==> src/rtl/axis_testpattern_generator_mc.sv <==
// Multi-channel AXI-Stream test-pattern source: sawtooth, triangle, constant and PRBS
// samples, NUM_CHANNELS per beat, one beat per divider tick, framed with TLAST.
module axis_testpattern_generator_mc #(
    parameter int unsigned TDATA_WIDTH   = 24,
    parameter int unsigned NUM_CHANNELS  = 2,
    parameter int unsigned COUNTER_START = 1,
    parameter int unsigned COUNTER_END   = 10,
    parameter int unsigned COUNTER_INCR  = 1,
    parameter int unsigned DIVIDER       = 5,
    parameter int unsigned PACKET_LEN    = 8,
    parameter logic [31:0] LFSR_SEED     = 32'h0000_0001
) (
    input  logic                                  m_axis_aclk,
    input  logic                                  m_axis_areset,
    input  logic                                  enable,
    input  logic [1:0]                            mode,
    output logic [NUM_CHANNELS*TDATA_WIDTH-1:0]   m_axis_tdata,
    output logic                                  m_axis_tvalid,
    input  logic                                  m_axis_tready,
    output logic                                  m_axis_tlast,
    output logic                                  overrun
);

    typedef enum logic [1:0] {ModeSaw, ModeTri, ModeConst, ModePrbs} mode_e;

    localparam int unsigned Dw    = TDATA_WIDTH + 1;
    localparam int unsigned DivW  = (DIVIDER > 1) ? $clog2(DIVIDER) : 1;
    localparam int unsigned BeatW = (PACKET_LEN > 1) ? $clog2(PACKET_LEN) : 1;

    localparam logic [DivW-1:0]        DivLast  = DivW'(DIVIDER - 1);
    localparam logic [BeatW-1:0]       BeatLast = BeatW'(PACKET_LEN - 1);
    localparam logic [TDATA_WIDTH-1:0] StartW   = TDATA_WIDTH'(COUNTER_START);
    localparam logic [Dw-1:0]          StartX   = Dw'(COUNTER_START);
    localparam logic [Dw-1:0]          EndX     = Dw'(COUNTER_END);
    localparam logic [Dw-1:0]          IncrX    = Dw'(COUNTER_INCR);
    localparam logic [31:0]            Golden   = 32'h9E37_79B9;

    logic [DivW-1:0]                        div_q;
    logic [BeatW-1:0]                       beat_q;
    logic [TDATA_WIDTH-1:0]                 value_q, value_d;
    logic                                   dir_q, dir_d;       // 0 = up, 1 = down
    logic [31:0]                            lfsr_q, lfsr_d;
    mode_e                                  mode_q;
    logic [NUM_CHANNELS*TDATA_WIDTH-1:0]    tdata_q, tdata_d;
    logic                                   tvalid_q, tlast_q, overrun_q;

    logic                   tick, handshake, load, restart;
    logic [BeatW-1:0]       beat_idx;
    mode_e                  gen_mode;
    logic [TDATA_WIDTH-1:0] cur_value;
    logic                   cur_dir;
    logic [31:0]            cur_lfsr;
    logic [Dw-1:0]          up_x, dn_x;

    // One channel's sample for the given pattern state
    function automatic logic [TDATA_WIDTH-1:0] chan_sample(input mode_e m,
                                                           input logic [TDATA_WIDTH-1:0] v,
                                                           input logic [31:0] l,
                                                           input int unsigned c);
        unique case (m)
            ModePrbs:  return TDATA_WIDTH'(l ^ (c * Golden));
            ModeConst: return StartW;
            default:   return TDATA_WIDTH'(32'(v) + c * COUNTER_INCR);
        endcase
    endfunction

    // Tick, handshake and beat-index decode; beat_idx is the index of a beat loaded now
    always_comb begin
        tick      = enable && (div_q == DivLast);
        handshake = tvalid_q && m_axis_tready;
        load      = tick && (!tvalid_q || m_axis_tready);
        beat_idx  = beat_q;
        if (handshake) begin
            beat_idx = (beat_q == BeatLast) ? '0 : beat_q + 1'b1;
        end
        // Mode is only sampled at packet starts; a change restarts the pattern
        gen_mode  = (beat_idx == '0) ? mode_e'(mode) : mode_q;
        restart   = (beat_idx == '0) && (mode_e'(mode) != mode_q);
        cur_value = restart ? StartW : value_q;
        cur_dir   = restart ? 1'b0 : dir_q;
        cur_lfsr  = restart ? LFSR_SEED : lfsr_q;
    end

    // Beat data and next pattern state; one extra bit exposes overflow and underflow
    always_comb begin
        tdata_d = '0;
        for (int unsigned c = 0; c < NUM_CHANNELS; c++) begin
            tdata_d[c*TDATA_WIDTH +: TDATA_WIDTH] = chan_sample(gen_mode, cur_value, cur_lfsr, c);
        end
        up_x    = {1'b0, cur_value} + IncrX;
        dn_x    = {1'b0, cur_value} - IncrX;
        value_d = cur_value;
        dir_d   = cur_dir;
        lfsr_d  = cur_lfsr;
        unique case (gen_mode)
            ModeSaw: begin
                value_d = (up_x > EndX) ? StartW : up_x[TDATA_WIDTH-1:0];
            end
            ModeTri: begin
                if (!cur_dir) begin
                    if (up_x > EndX) begin
                        value_d = dn_x[TDATA_WIDTH-1:0];
                        dir_d   = 1'b1;
                    end else begin
                        value_d = up_x[TDATA_WIDTH-1:0];
                    end
                end else if (dn_x[TDATA_WIDTH] || (dn_x < StartX)) begin
                    value_d = up_x[TDATA_WIDTH-1:0];
                    dir_d   = 1'b0;
                end else begin
                    value_d = dn_x[TDATA_WIDTH-1:0];
                end
            end
            ModeConst: begin
                value_d = StartW;
            end
            ModePrbs: begin
                // Fibonacci LFSR, x^32 + x^22 + x^2 + x + 1
                lfsr_d = {cur_lfsr[30:0],
                          cur_lfsr[31] ^ cur_lfsr[21] ^ cur_lfsr[1] ^ cur_lfsr[0]};
            end
            default: ;
        endcase
    end

    // Divider, framing, pattern state and registered AXIS outputs
    always_ff @(posedge m_axis_aclk or posedge m_axis_areset) begin
        if (m_axis_areset) begin
            div_q     <= '0;
            beat_q    <= '0;
            value_q   <= StartW;
            dir_q     <= 1'b0;
            lfsr_q    <= LFSR_SEED;
            mode_q    <= ModeSaw;
            tdata_q   <= '0;
            tvalid_q  <= 1'b0;
            tlast_q   <= 1'b0;
            overrun_q <= 1'b0;
        end else begin
            if (!enable || tick) begin
                div_q <= '0;
            end else begin
                div_q <= div_q + 1'b1;
            end
            beat_q <= beat_idx;
            if (tick && tvalid_q && !m_axis_tready) begin
                overrun_q <= 1'b1;
            end
            if (load) begin
                tvalid_q <= 1'b1;
                tdata_q  <= tdata_d;
                tlast_q  <= (beat_idx == BeatLast);
                mode_q   <= gen_mode;
                value_q  <= value_d;
                dir_q    <= dir_d;
                lfsr_q   <= lfsr_d;
            end else if (handshake) begin
                tvalid_q <= 1'b0;
            end
        end
    end

    assign m_axis_tdata  = tdata_q;
    assign m_axis_tvalid = tvalid_q;
    assign m_axis_tlast  = tlast_q;
    assign overrun       = overrun_q;

endmodule
==> config.mk <==
export PLATFORM = sky130hd
export DESIGN_NAME = axis_testpattern_generator_mc
export DESIGN_NICKNAME = d
export VERILOG_FILES = /design/src/rtl/axis_testpattern_generator_mc.sv
export SDC_FILE = /design/constraint.sdc
export NUM_CORES = 1
export LEC_CHECK = 0
export CELL_PAD_IN_SITES_DETAIL_PLACEMENT = 1
export CELL_PAD_IN_SITES_GLOBAL_PLACEMENT = 1
export CORE_ASPECT_RATIO = 1.4
export CORE_MARGIN = 2
export CORE_UTILIZATION = 49
export CTS_BUF_LIST = sky130_fd_sc_hd__clkbuf_16
export CTS_CLUSTER_DIAMETER = 100
export DETAILED_ROUTE_END_ITERATION = 16
export DONT_BUFFER_PORTS = 1
export GPL_TIMING_DRIVEN = 0
export MAX_ROUTING_LAYER = met4
export PLACE_DENSITY = 0.86
export SYNTH_ARGS = -nofsm -noshare
export SYNTH_HDL_FRONTEND = slang
export SYNTH_SLANG_ARGS = --single-unit
==> constraint.sdc <==
create_clock -name m_axis_aclk -period 7.3 [get_ports m_axis_aclk]
set_clock_uncertainty 0.1 [all_clocks]
set_input_delay 1.825 -clock m_axis_aclk [delete_from_list [all_inputs] [get_ports m_axis_aclk]]
set_output_delay 1.825 -clock m_axis_aclk [all_outputs]
set_load 0.02 [all_outputs]
# ---- Word level (Yosys, flattened, before mapping)
# Cells that the tools add are included.
dict set report totals {
  inputBits 6
  ff_bits 116
  out_inout_bits 51
  word_cells 64
}
dict set report classes {
  bitwise_logic 4
  n_reduce_logical 15
  n_eq_ne 7
  muxes 21
  magnitude_cmp 2
  addsub 5
}
# cell n
set ops {}
lappend ops {{$mux W24} 5}
lappend ops {{$pmux W24 S2} 2}
lappend ops {{$pmux W24 S3} 1}
lappend ops {{$mux W32} 2}
lappend ops {{$add A24 B1 Y25 const B} 1}
lappend ops {{$gt A25 B4 Y1 const B} 1}
lappend ops {{$lt A25 B1 Y1 const B} 1}
lappend ops {{$sub A24 B1 Y25 const B} 1}
lappend ops {{$add A24 B1 Y24 const B} 1}
lappend ops {{$not A15 Y15} 1}
lappend ops {{$eq A3 B3 Y1 const B} 3}
lappend ops {{$mux W3} 3}
lappend ops {{$mux W1} 7}
lappend ops {{$add A3 B1 Y3 const B} 2}
lappend ops {{$logic_and A1 B1 Y1} 6}
lappend ops {{$eq A2 B2 Y1 const B} 2}
lappend ops {{$logic_not A1 Y1} 3}
lappend ops {{$logic_not A3 Y1} 1}
lappend ops {{$logic_or A1 B1 Y1} 3}
lappend ops {{$xor A1 B1 Y1} 3}
lappend ops {{$eq A2 B1 Y1 const B} 1}
lappend ops {{$logic_not A2 Y1} 1}
lappend ops {{$mux W2} 1}
lappend ops {{$ne A2 B2 Y1} 1}
lappend ops {{$reduce_bool A2 Y1} 1}

# ---- Longest topological paths before layout
# Gate-level depths: netlist (run 1).
dict set report logic_depth {
  word_depth 12
  depth_mapped 22
}

# ---- Worst setup path after synthesis (run 1)
# Ideal clock, no wire load.
dict set report synth_path {
  path_kind {input-to-reg}
  from {in m_axis_tready}
  to {reg value_q[23]}
  path_slack_ps 1566
  t_required_ps 7066
  stages 19
  arrival_time_ps 5500
  cell_sequence {a211o_1 a221oi_1 o21ai_2 clkbuf_1 buf_1 nand2_1 inv_1 ha_1 clkbuf_1 nand4_1 mux2i_1 a21oi_1 a2111oi_0 a41oi_1 nand2_1 nand2_1 buf_2 a32oi_1 o21ai_0}
}
dict set report synth_between {
  elab_chain_cells 11
  word_cells_on_any_way 22
  cone_classes {add/sub: 2; order compare: 2; eq/ne: 2; mux: 9; reduce/logical: 7}
}
# element line
set synth_rtl {}
lappend synth_rtl {{start, declared} 19} ;# input logic m_axis_tready,
lappend synth_rtl {{$logic_and A1 B1 Y1} 70} ;# handshake = tvalid_q && m_axis_tready;
lappend synth_rtl {{$mux W3} 73} ;# if (handshake) begin
lappend synth_rtl {{$logic_not A3 Y1} {77, 78}}
lappend synth_rtl {{$logic_and A1 B1 Y1} 78} ;# restart = (beat_idx == '0) && (mode_e'(mode) != mode_q);
lappend synth_rtl {{$mux W24} 79} ;# cur_value = restart ? StartW : value_q;
lappend synth_rtl {{$sub A24 B1 Y25} 91} ;# dn_x = {1'b0, cur_value} - IncrX;
lappend synth_rtl {{$lt A25 B1 Y1} 107} ;# end else if (dn_x[TDATA_WIDTH] || (dn_x < StartX)) begin
lappend synth_rtl {{$logic_or A1 B1 Y1} 107}
lappend synth_rtl {{$mux W24} 107}
lappend synth_rtl {{$mux W24} 100} ;# if (!cur_dir) begin
lappend synth_rtl {{$pmux W24 S3} 95} ;# unique case (gen_mode)
lappend synth_rtl {{end signal, assigned} 131} ;# value_q <= StartW;
lappend synth_rtl {{end signal, assigned} 154} ;# value_q <= value_d;
lappend synth_rtl {{end, declared} 40} ;# logic [TDATA_WIDTH-1:0] value_q, value_d;
# Parallel ways exist; a longest one is shown, timed or not.
# A chain may end at the register's enable or synchronous reset.

# ---- Worst setup path after layout (run 1)
dict set report layout_path {
  from {in m_axis_tready}
  to {reg value_q[2]}
}
# The elaborated chain is that of the path after synthesis.

==> qor.yml, run 1 <==
drive_above_1_share_pct: 9.39
num_vias: 6623
period_needed_ns: 6.79
vias_per_cell: 6.75
core-area_um2: 13500
synth-edff-count: 0
fin_area_um2: 7700
clock_latency_ns: 0.44
ys.flop_type: "dfrtp_1"
reg2regPathDepth: 19
antenna_cells: 0
dp_worst_setup_slack_ns: 0.109
worstSetupPathType: "input port to register"
io_buffers: 0
synthCells: 766
fin_nets: 799
first_global_vias: 6986
slew_viol_final: 0
min_period_over_period_pct: 93.0
grt_max_degree: 89
holdWs_ns: 0.403
fill_cells: 1542
whs_endpoint: "lfsr_q[25]"
grt_overflow: 0
cp_cell_sequence: "nor4bb_1 -> a221oi_1 -> o21ai_2 -> clkbuf_1 -> clkbuf_2 -> nand2_1 -> inv_1 -> ha_1 -> clkbuf_1 -> nand4_1 -> mux2i_1 -> a21oi_1 -> a2111oi_0 -> a41oi_1 -> nand2_1 -> nand2_1 -> buf_2 -> nand4_1 -> a221oi_1"
layout_setup_ws_ns: 0.510
start_kind: "input port"
post_drt_wl_per_cell_um: 26.9
p_clk_share_pct: 32.1
worstMarginPinSlew_ns: 1.01
clock-sinks: 116
outcome: "finished, final reports clean"
cp.required_ns: 7.47
cap_viol_max_count: 0
fp.dieW_um: 103
cts_tree: "built"
final_cell_mix: "dfrtp_1, nand2_1, nor2_1"
comb_power_share_pct: 38.4
io-pin-count: 57
p_leak_nw: 3.32
syn2layout_area_growth_pct: 13.8
grt_pass1_wl_um: 40500
routabilityCongestion: 0.942
ctsHtreeMaxLevel: 4
ys_top_cells_by_area: "dfrtp_1, nand2_1, o21ai_0"
hold_class: "register to register"
worstPathMaxFanout: 10
yosysWarningCount: 0
powerDensity_nw_per_um2: 393
crit_path_frequent_cell: "nand2_1"
dieArea_um2: 14800
clkTransAtPathRegs_ns: 0.06
vdd_drop_max_mv: 0.207
cts_buffer_depth: 2
fmax_mhz: 147
antenna_found_initial: 0
end_kind: "register"
reg2reg_from: "beat_q[0]"
cts_setup_buffers: 0
setup_tns_ns: 0
final_common_cell: "dfrtp_1"
rows: 50
synth_cell_types: 71
async_flop_share_pct: 100
critPathMaxStageDelay_ns: 0.53
seq_area_frac_synth_pct: 42.9
dpl.hpwl_um: 17800
p_sw_w: 0.00134
hold_path.startpoint: "lfsr_q[24]"
ys_ff_latch: 116
reg2reg_slack_ns: 0.95
wirelength_um: 26400
min_path_cells: 1
ant_nets: 0
synth_top_area_share_pct: 42.2
initial_core_util_pct: 50.3
synthesis.nets: 779
cts_buffers: 17
cts_root_buf: "clkbuf_16"
placed_cell_area_um2: 7030
syn_avg_cell_area_um2: 8.83
chipHeight_um: 143
grt_usage_pct: 38.1
slowest_stage: "clkbuf_1"
cp.arrival_ns: 6.96
p_sw_share_pct: 44.4
p_int_w: 0.00168
hold_violations: 0
r2r-end: "value_q[2]"
p_seq_share_pct: 29.6
dpl.cell_count: 949
grt_setup_unrepaired: "no"
relSlewSlack_pct: 32.0
synth_area_leader_cell: "dfrtp_1"
setup_viol: 0
drc: 0
syn_area_um2: 6770
drtIter0Drc: 642
first_pass_iters: 5
fin_cells: 981
## critical path, delay by kind of cell
family	cells	cell delay (ns)
buf+inv	5	1.72
compound gates	6	1.64
simple gates	6	1.41
mux	1	0.20
fa+ha+maj	1	0.16
## synth_stat cells (6+ instances only)
| cell | number |
|---|---|
| mux2i_1 | 12 |
| a221oi_1 | 17 |
| nand4_1 | 14 |
| nand2b_1 | 7 |
| buf_2 | 9 |
| ha_1 | 7 |
| a22o_1 | 33 |
| a211oi_1 | 6 |
| a22oi_1 | 18 |
| a21oi_1 | 45 |
| dfrtp_1 | 114 |
| nand2_1 | 96 |
| xnor2_1 | 17 |
| buf_4 | 6 |
| clkbuf_1 | 49 |
| and3_1 | 7 |
| nor2_1 | 68 |
| nand3_1 | 20 |
| or3_1 | 8 |
| nor4_1 | 7 |
| xor2_1 | 14 |
| o21ai_0 | 63 |
| nor3_1 | 12 |
| inv_1 | 15 |
## sequential cells by signal, summed over array words and instances, names as in the netlist
name / flops
lfsr_q: 32
m_axis_tvalid: 1
overrun: 1
dir_q: 1
m_axis_tlast: 1
value_q: 24
mode_q: 2
beat_q: 3
div_q: 3
m_axis_tdata: 48
## power by group through the flow
stage | logic [W] | registers [W] | clock network, W
6_report | 0.00116 | 0.000894 | 0.000969
5_1_grt | 0.00124 | 0.000907 | 0.00100
4_1_cts | 0.00113 | 0.000894 | 0.000967
3_5_place_dp | 0.00110 | 0.000902 | 0
3_3_place_gp | 0.00107 | 0.000896 | 0
2_1_floorplan | 0.000755 | 0.000878 | 0
## repair_timing
action                     CTS  global route
hold endpoints to repair     0             0
hold buffers                 0             0
resized for setup            0             1
setup endpoints to repair    0             8
## through the flow
| step | total power [W] | util (%) |
|---|---|---|
| 6_report | 0.00302 | 57.2 |
| 5_1_grt | 0.00314 | 57.2 |
| 4_1_cts | 0.00299 | 57.2 |
| 3_5_place_dp | 0.00201 | 52.2 |
| 3_3_place_gp | 0.00196 | 52.0 |
| 2_1_floorplan | 0.00163 | - |
## cells by family (layout without fill, tap and decap cells)
group	Yosys count	count (layout)	share of synthesized area, %
simple gates	277	277	20.6
compound gates	232	232	23.2
flops	116	116	42.9
buf+inv	87	120	5.57
xor+xnor	31	31	4.01
mux	16	16	2.44
fa+ha+maj	7	7	1.29
## cell type report
type,instances,area (um^2),share of cell area (%)
plain buffers,72,322,4.18
multi-input cells,563,3480,45.3
clock buffers,17,425,5.53
flip-flops and latches,116,2910,37.7
inverters,15,61.3,0.796
well taps,182,228,2.96
clock inverters,15,245,3.19
repair buffers,1,27.5,0.358
## worst max path at each step
stage | startpoint | to | cells after the start
final | m_axis_tready | value_q[2] | 19
after global routing | m_axis_tready | value_q[11] | 19
after CTS | m_axis_tready | value_q[21] | 19
after detailed placement | m_axis_tready | value_q[2] | 17
after global placement | m_axis_tready | value_q[2] | 17
after floorplan | m_axis_tready | value_q[23] | 19
## metal layers
layer / GRT usage (%) / wire length (um)
met1: 44.3 / 9830
met2: 62.9 / 13400
met3: 6.02 / 1910
met4: 19.7 / 1320
met5: - / 0
Note: power is estimated with default switching activity, not from simulation.
==> run 2: changes to the inputs <==
CAP_MARGIN = 15   (was not set)
==> results of run 2 <==
Final layout, timing and power as in run 1 (identical DEF).
==> run 3: changes to the inputs <==
CORE_UTILIZATION = 44   (was 49)
PLACE_DENSITY = 0.82   (was 0.86)
clock period = 5.5 ns   (was 7.3 ns; I/O delays follow)
==> qor.yml, run 3 (synthesis results as in run 1) <==
placed_cell_area_um2: 7040  # was 7030 um^2
fin_area_um2: 7820  # was 7700 um^2
powerDensity_nw_per_um2: 499  # was 393 nW/um^2
wirelength_um: 26200  # was 26400 um
clock_latency_ns: 0.43  # was 0.44 ns
ctsHoldBuffers: 0  # unchanged
fin_nets: 812  # was 799
drive_above_1_share_pct: 12.6  # was 9.39%
worstPathMaxFanout: 10  # unchanged
cp.arrival_ns: 5.58  # was 6.96 ns
dieArea_um2: 16400  # was 14800 um^2
vdd_drop_max_mv: 0.241  # was 0.207 mV
holdWs_ns: 0.405  # was 0.403 ns
min_period_over_period_pct: 97.3
cts_buffers: 17  # unchanged
cts_root_buf: "clkbuf_16"  # unchanged
start_kind: "register"  # was input port
cts_tree: "built"  # unchanged
crit_family: "simple AND/OR/NAND/NOR gates"  # was buffers and inverters
p_leak_nw: 3.35  # was 3.32 nW
crit_path_end: "value_q[6]"  # was value_q[2]
fp.dieW_um: 109  # was 103 um
dpl.hpwl_um: 18000  # was 17800 um
final_common_cell: "dfrtp_1"  # unchanged
period_needed_ns: 5.35
min_path_cells: 1  # unchanged
grt_pass1_wl_um: 39800  # was 40500 um
reg2regPathDepth: 21  # was 19
fmax_mhz: 187
io-pin-count: 57  # unchanged
largest_reg_flops: 48  # unchanged
cap_viol_max_count: 0  # unchanged
post_drt_wl_per_cell_um: 26.1  # was 26.9 um
setup_viol: 0  # unchanged
vias_per_cell: 6.73  # was 6.75
grt_overflow: 0  # unchanged
crit_buf_inv: 4  # was 5
hold_class: "register to register"  # unchanged
r2r-end: "value_q[6]"  # was value_q[2]
syn2layout_area_growth_pct: 15.6  # was 13.8%
antenna_cells: 0  # unchanged
ctsHtreeMaxLevel: 4  # unchanged
ant_nets: 0  # unchanged
slew_viol_final: 0  # unchanged
crit_path_start: "beat_q[0]"  # was m_axis_tready
grt_max_degree: 69  # was 89
antenna_found_initial: 0  # unchanged
final_core_util_pct: 51.9  # was 57.2%
core-area_um2: 15100  # was 13500 um^2
io_buffers: 0  # unchanged
drc: 0  # unchanged
fill_cells: 1730  # was 1542
clock-sinks: 116  # unchanged
cp.required_ns: 5.73  # was 7.47 ns
first_pass_iters: 5  # unchanged
worstSetupPathType: "register to register"  # was input port to register
rows: 53  # was 50
initial_core_util_pct: 45.0  # was 50.3%
relSlewSlack_pct: 29.1  # was 32.0%
slowest_stage: "a221o_2"  # was clkbuf_1
reg2reg_slack_ns: 0.15  # was 0.95 ns
grt_usage_pct: 33.5  # was 38.1%
cp_num_cells: 21  # was 19
first_global_vias: 7078  # was 6986
reg2reg_from: "beat_q[0]"  # unchanged
clkTransAtPathRegs_ns: 0.06  # about the same
cts_buffer_depth: 2  # unchanged
hold_violations: 0  # unchanged
num_vias: 6748  # was 6623
chipHeight_um: 151  # was 143 um
critPathMaxStageDelay_ns: 0.49  # was 0.53 ns
worstMarginPinSlew_ns: 1.05  # was 1.01 ns
final_cell_mix: "dfrtp_1, nand2_1, nor2_1"  # unchanged
power_w: 0.00390  # was 0.00302 W
cp_cell_sequence: "ha_1 -> ha_1 -> nand4bb_1 -> a221o_2 -> nor2_4 -> buf_6 -> clkbuf_4 -> nor2_1 -> inv_1 -> ha_1 -> nand2_1 -> nor4_4 -> and4_4 -> mux2i_1 -> a2111oi_1 -> a41oi_1 -> nand2_1 -> nand2_1 -> clkbuf_4 -> nand3_4 -> o31ai_2"  # was nor4bb_1 -> a221oi_1 -> o21ai_2 -> clkbuf_1 -> clkbuf_2 -> nand2_1 -> inv_1 -> ha_1 -> clkbuf_1 -> nand4_1 -> mux2i_1 -> a21oi_1 -> a2111oi_0 -> a41oi_1 -> nand2_1 -> nand2_1 -> buf_2 -> nand4_1 -> a221oi_1
end_kind: "register"  # unchanged
drtIter0Drc: 677  # was 642
outcome: "finished, final reports clean"  # unchanged
routabilityCongestion: 1.01  # was 0.942
run 3: area by class of cell:
type                    instances  area, um^2  share of cell area, %
flip-flops and latches        116        2910                   37.2
repair buffers                 14         150                   1.92
plain buffers                  72         337                   4.30
clock buffers                  17         425                   5.44
inverters                      15        58.8                  0.752
well taps                     192         240                   3.07
multi-input cells             563        3580                   45.8
clock inverters                14         116                   1.49
run 3: repair_timing:
item                       in CTS  in global routing
pin swaps                       3                  6
resized for setup              12                 23
setup buffers                   6                  7
gates cloned                    0                  0
setup endpoints to repair      25                 25
run 3: worst register-to-register path: cells and delay by family (launching register included):
| family | cells | cell delay [ns] |
|---|---|---|
| multiplexers | 1 | 0.28 |
| buffers and inverters | 4 | 0.80 |
| flip-flops | 1 | 0.46 |
| adder cells (fa/ha/maj) | 3 | 0.67 |
| AO/OA/AOI/OAI | 4 | 1.16 |
| AND/OR/NAND/NOR | 9 | 1.77 |
run 3: worst min path at each step:
stage,startpoint,to,slack [ns]
floorplan,dir_q,dir_q,0.36
global placement,lfsr_q[26],lfsr_q[27],0.38
detailed placement,lfsr_q[27],lfsr_q[28],0.39
CTS,lfsr_q[30],lfsr_q[31],0.40
global route,lfsr_q[25],lfsr_q[26],0.42
finish,lfsr_q[30],lfsr_q[31],0.41
run 3: metal layers:
metal	share of wire (%)	global-route usage (%)
met1	38	37.3
met2	50	53.4
met3	5.8	6.15
met4	6.8	24.2
met5	0	-
run 3: per-stage QoR:
stage	TNS (ns)	setup slack [ns]	instances
floorplan	0	0.216	766
global placement	-43.89	-1.14	958
detailed placement	-27.16	-1.24	959
CTS	-0.000875	-0.000875	996
global route	-0.171	-0.0451	1003
finish	0	0.150	1003
run 3: power by group:
group | internal [W] | switching [W]
Combinational | 0.000514 | 0.00115
Sequential | 0.000980 | 0.000210
Clock | 0.000613 | 0.000433
Total | 0.00211 | 0.00180
==> variant 1, RTL diff (settings of run 3) <==
The parameter `PACKET_LEN` goes from 8 to 16.
--- a/src/rtl/axis_testpattern_generator_mc.sv
+++ b/src/rtl/axis_testpattern_generator_mc.sv
@@ -7,7 +7,7 @@
     parameter int unsigned COUNTER_END   = 10,
     parameter int unsigned COUNTER_INCR  = 1,
     parameter int unsigned DIVIDER       = 5,
-    parameter int unsigned PACKET_LEN    = 8,
+    parameter int unsigned PACKET_LEN    = 16,
     parameter logic [31:0] LFSR_SEED     = 32'h0000_0001
 ) (
     input  logic                                  m_axis_aclk,
Formal check against the unedited RTL: same outputs for any inputs over 10 cycles, from zero or initial values and one cycle with m_axis_areset high; that may be too few to reach the edited logic, so the function may still have changed.
==> variant 1 against run 3 <==
- global-route usage rose by 0.63 points
- critical path depth is 2 lower
- hold slack gained 0.0019 ns
- total power is 16% higher
- routed wire length grew 6.9%
- synthesized area rose by 5.1%
- sequential cell count increased by 1
- final area grew 5.2%
- setup slack improved by 0.00055 ns
- sequential share of layout area shrank 1.5 points
- largest cell class unchanged
==> variant 1: results (changes against run 3) <==
| Metric | Value |
|---|---|
| Status | `completed` |
| Seq area share | `0.356 (-0.0155)` |
| Register area share after synthesis | `0.412 (-0.0175)` |
| #FFs+latches synth | `117 (+0.86%)` |
| Critical path class | `in2reg` |
| Largest net degree at the start of global routing | `61 (-12%)` |
| First-pass GRT wire length | `43,300 um (+8.7%)` |
| Clock-cell share of area | `0.0849 (+0.0156)` |
| Placed inst area | `7390 um^2 (+5.1%)` |
| Invs w/o clock | `14 (-1)` |
| Multi-input gates | `598 (+6.2%)` |
| Netlist cell types | `89 (+25%)` |
| Non-clock buffers | `88 (+2.3%)` |
| Nets | `848 (+4.4%)` |
| Finished Layout Cells | `1,047 (+4.4%)` |
| Pre-antenna DRT Iters | `7 (+2)` |
| Top post-synthesis cells by count | `dfrtp_1 (115), nand2_1 (86), a21oi_1 (65)` |
| Initial DRC Count | `439 (-35%)` |
| Placement Setup Slack | `-1.18 ns (+0.0645 ns)` |
| Vias in the first global route | `7,397 (+4.5%)` |
| Share of cells above drive strength 1 | `0.127 (+0.00159)` |
| Leakage Power | `3.52 nW (+5.1%)` |
| Tap Count | `199 (+3.6%)` |
| All-Layer GR Usage | `0.341 (+0.00627)` |
| Hold Startpoint | `lfsr_q[25]$_DFFE_PP0P_` |
| Dpl hpwl | `20,500 um (+13%)` |
| Met2 Resource Use GR | `0.558 (+0.0237)` |
| Post-CTS setup buffer count | `4 (-2)` |
| Met3 usage in global routing | `0.0486 (-0.0129)` |
| Fillers | `1,865 (+7.8%)` |
| Fraction of area in multi-input gates | `0.467 (+0.00882)` |
| Worst path slowest cell | `a2111oi_4` |
| Synth top area cells | `dfrtp_1 (40%), a21oi_1 (4.6%), a22o_1 (4.6%)` |
| Syn_nets | `819 (+5.1%)` |
| WL met3 | `1440 um (-4.6%)` |
| Non-clock buffer share | `0.0545 (-0.00779)` |
| RD Place Congestion | `1.04 (+3.5%)` |
| IR drop worst, VDD | `454 uV (+88%)` |
| Power Density | `550 nW/um^2 (+10%)` |
| Critical Path Source | `m_axis_tready` |
## variant 1: changes by cell type after synthesis, moves of 5 or more
cell | before | now
a22oi_1 | 18 | 3
buf_2 | 9 | 14
nand2_1 | 96 | 86
buf_4 | 6 | 1
and3_1 | 7 | 22
a21oi_1 | 45 | 65
clkbuf_1 | 49 | 56
mux2i_1 | 12 | 4
a31oi_1 | 3 | 8
nor3_1 | 12 | 18
## variant 1: path summary, 6_finish.rpt
| kind | to | slack [ns] | cells past startpoint |
|---|---|---|---|
| worst max-delay path | value_q[1]$_DFFE_PP0P_ | 0.15 | 19 |
| worst min-delay path | lfsr_q[26]$_DFFE_PP0P_ | 0.41 | 1 |
| worst max register to register | value_q[1]$_DFFE_PP0P_ | 0.45 | 19 |
| worst min register to register | lfsr_q[26]$_DFFE_PP0P_ | 0.41 | 1 |
| max in group asynchronous | value_q[0]$_DFFE_PP1P_ | 3.67 | 2 |
| min in group asynchronous | lfsr_q[24]$_DFFE_PP0P_ | 0.84 | 1 |
## variant 1: cell families after synthesis
| logic type | synth area share |
|---|---|
| AO/OA/AOI/OAI | 0.246 |
| XOR/XNOR | 0.0443 |
| adder cells (fa/ha/maj) | 0.0106 |
| buffers and inverters | 0.0526 |
| flip-flops | 0.412 |
| multiplexers | 0.0130 |
| AND/OR/NAND/NOR | 0.222 |
## variant 1: report_power, final
part | leakage [nW] | internal, mW | total [mW] | switching [mW]
logic | 1.61 | 0.624 | 1.94 | 1.32
registers | 1.58 | 0.994 | 1.23 | 0.238
clock network | 0.336 | 0.899 | 1.35 | 0.449
total | 3.52 | 2.52 | 4.53 | 2.01
## variant 1: metrics by stage
stage	power [mW]	TNS, ns
after CTS	4.37	0
after floorplan	2.37	0
final	4.53	0
after global placement	2.89	-42.76
after detailed placement	2.96	-26.63
after global routing	4.70	0
==> variant 2, RTL diff (settings of run 3) <==
Without the edit above. Put one more register stage on the output `overrun`, with the module's reset. The value now appears one clock later. The other outputs are not delayed to match.
--- a/src/rtl/axis_testpattern_generator_mc.sv
+++ b/src/rtl/axis_testpattern_generator_mc.sv
@@ -163,6 +163,12 @@
     assign m_axis_tdata  = tdata_q;
     assign m_axis_tvalid = tvalid_q;
     assign m_axis_tlast  = tlast_q;
-    assign overrun       = overrun_q;
+    always_ff @(posedge m_axis_aclk or posedge m_axis_areset) begin
+        if (m_axis_areset) begin
+            overrun <= '0;
+        end else begin
+            overrun <= overrun_q;
+        end
+    end
 
 endmodule
Formal check against the unedited RTL: same outputs for any inputs over 10 cycles, from zero or initial values and one cycle with m_axis_areset high; that may be too few to reach the edited logic, so the function may still have changed.
==> variant 2 against run 3 <==
- total power increased by 3.2%
- sequential share of layout area increased by 0.18 points
- synthesized cell count increased by 0.13%
- routed wire length increased by 2.0%
- sequential cell count increased by 1
- synthesized area increased by 0.37%
- final area increased by 0.37%
- maximum frequency decreased by 0.38%
- setup slack got worse by 0.020 ns
- critical path type unchanged
- critical endpoint is now value_q[1]$_DFFE_PP0P_
- largest power group unchanged
==> variant 2: results (changes against run 3) <==
| Metric | Value |
|---|---|
| Non-clock buffers | `84 (-2.3%)` |
| Synth Area in Adders | `0.0129 (-0.0000477)` |
| Met2 wire len | `13,400 um (+3.4%)` |
| Met1 Wirelength | `9740 um (-1.4%)` |
| Status | `completed` |
| Vias | `6,733 (-0.22%)` |
| WL met3 | `1710 um (+13%)` |
| Power Density | `514 nW/um^2 (+2.9%)` |
| Register area share after synthesis | `0.431 (+0.00210)` |
| Met3 usage in global routing | `0.0598 (-0.00166)` |
| Worst path slowest cell | `dfrtp_2` |
| Vias in the first global route | `7,115 (+0.52%)` |
| Synth top area cells | `dfrtp_1 (42%), nand2_1 (5.3%), o21ai_0 (4.6%)` |
| Largest net degree at the start of global routing | `71 (+2.9%)` |
| Nets | `811 (-0.12%)` |
| Leakage Power | `3.38 nW (+0.73%)` |
| Dpl hpwl | `18,000 um (-0.35%)` |
| Seq area share | `0.374 (+0.00182)` |
| First-pass GRT wire length | `40,500 um (+1.9%)` |
| RD Place Congestion | `1.00 (-0.96%)` |
| Seq_cells | `117 (+0.86%)` |
| Fillers | `1,742 (+0.69%)` |
| Relative slew margins | `0.292 (+0.00110)` |
| Synth Area in Compound Gates | `0.231 (-0.000854)` |
| Met1 usage | `0.374 (+0.00103)` |
| Post-Synth XOR/XNOR Area | `0.0400 (-0.000148)` |
| Met2 Resource Use GR | `0.566 (+0.0315)` |
==> variant 2: cell count changes in the layout (fill, tap and decap cells not counted), sizes merged <==
cell	change
buf	-1
clkinvlp	-2
clkbuf	-1
inv	+3
bufinv	+1
clkinv	-1
dfrtp	+1
==> variant 2: worst paths after layout <==
| kind | startpoint | end | slack [ns] | cells past startpoint |
|---|---|---|---|---|
| worst max-delay path | beat_q[0]$_DFF_PP0_ | value_q[1]$_DFFE_PP0P_ | 0.13 | 21 |
| worst min-delay path | overrun_q$_DFFE_PP0P_ | overrun$_DFF_PP0_ | 0.29 | 0 |
| worst max register to register | beat_q[0]$_DFF_PP0_ | value_q[1]$_DFFE_PP0P_ | 0.13 | 21 |
| worst min register to register | overrun_q$_DFFE_PP0P_ | overrun$_DFF_PP0_ | 0.29 | 0 |
| max in group asynchronous | m_axis_areset | value_q[0]$_DFFE_PP1P_ | 3.80 | 2 |
| min in group asynchronous | m_axis_areset | lfsr_q[30]$_DFFE_PP0P_ | 0.74 | 1 |
==> variant 2: what timing repair did <==
item                       4_1_cts  5_1_grt
setup endpoints to repair       25       25
pin swaps                        3        6
resized for setup               15       11
buffers inserted                 5        6
==> variant 2: report_power, final <==
| group | switching [mW] | leakage (nW) | internal (mW) |
|---|---|---|---|
| registers | 0.215 | 1.59 | 0.987 |
| clock network | 0.490 | 0.290 | 0.680 |
| logic | 1.15 | 1.50 | 0.511 |
| total | 1.85 | 3.38 | 2.18 |
==> variant 2: stage by stage <==
step,power [mW],hold WS [ns],TNS [ns],worst slack (ns),std cells
final,4.03,0.291,0,0.129,1003
after detailed placement,2.67,0.274,-30.46,-1.33,960
after global routing,4.18,0.297,0,0.00367,1003
after CTS,3.89,0.286,0,0.00634,997
after global placement,2.61,0.260,-47.15,-1.12,959
after floorplan,2.18,0.248,0,0.216,767
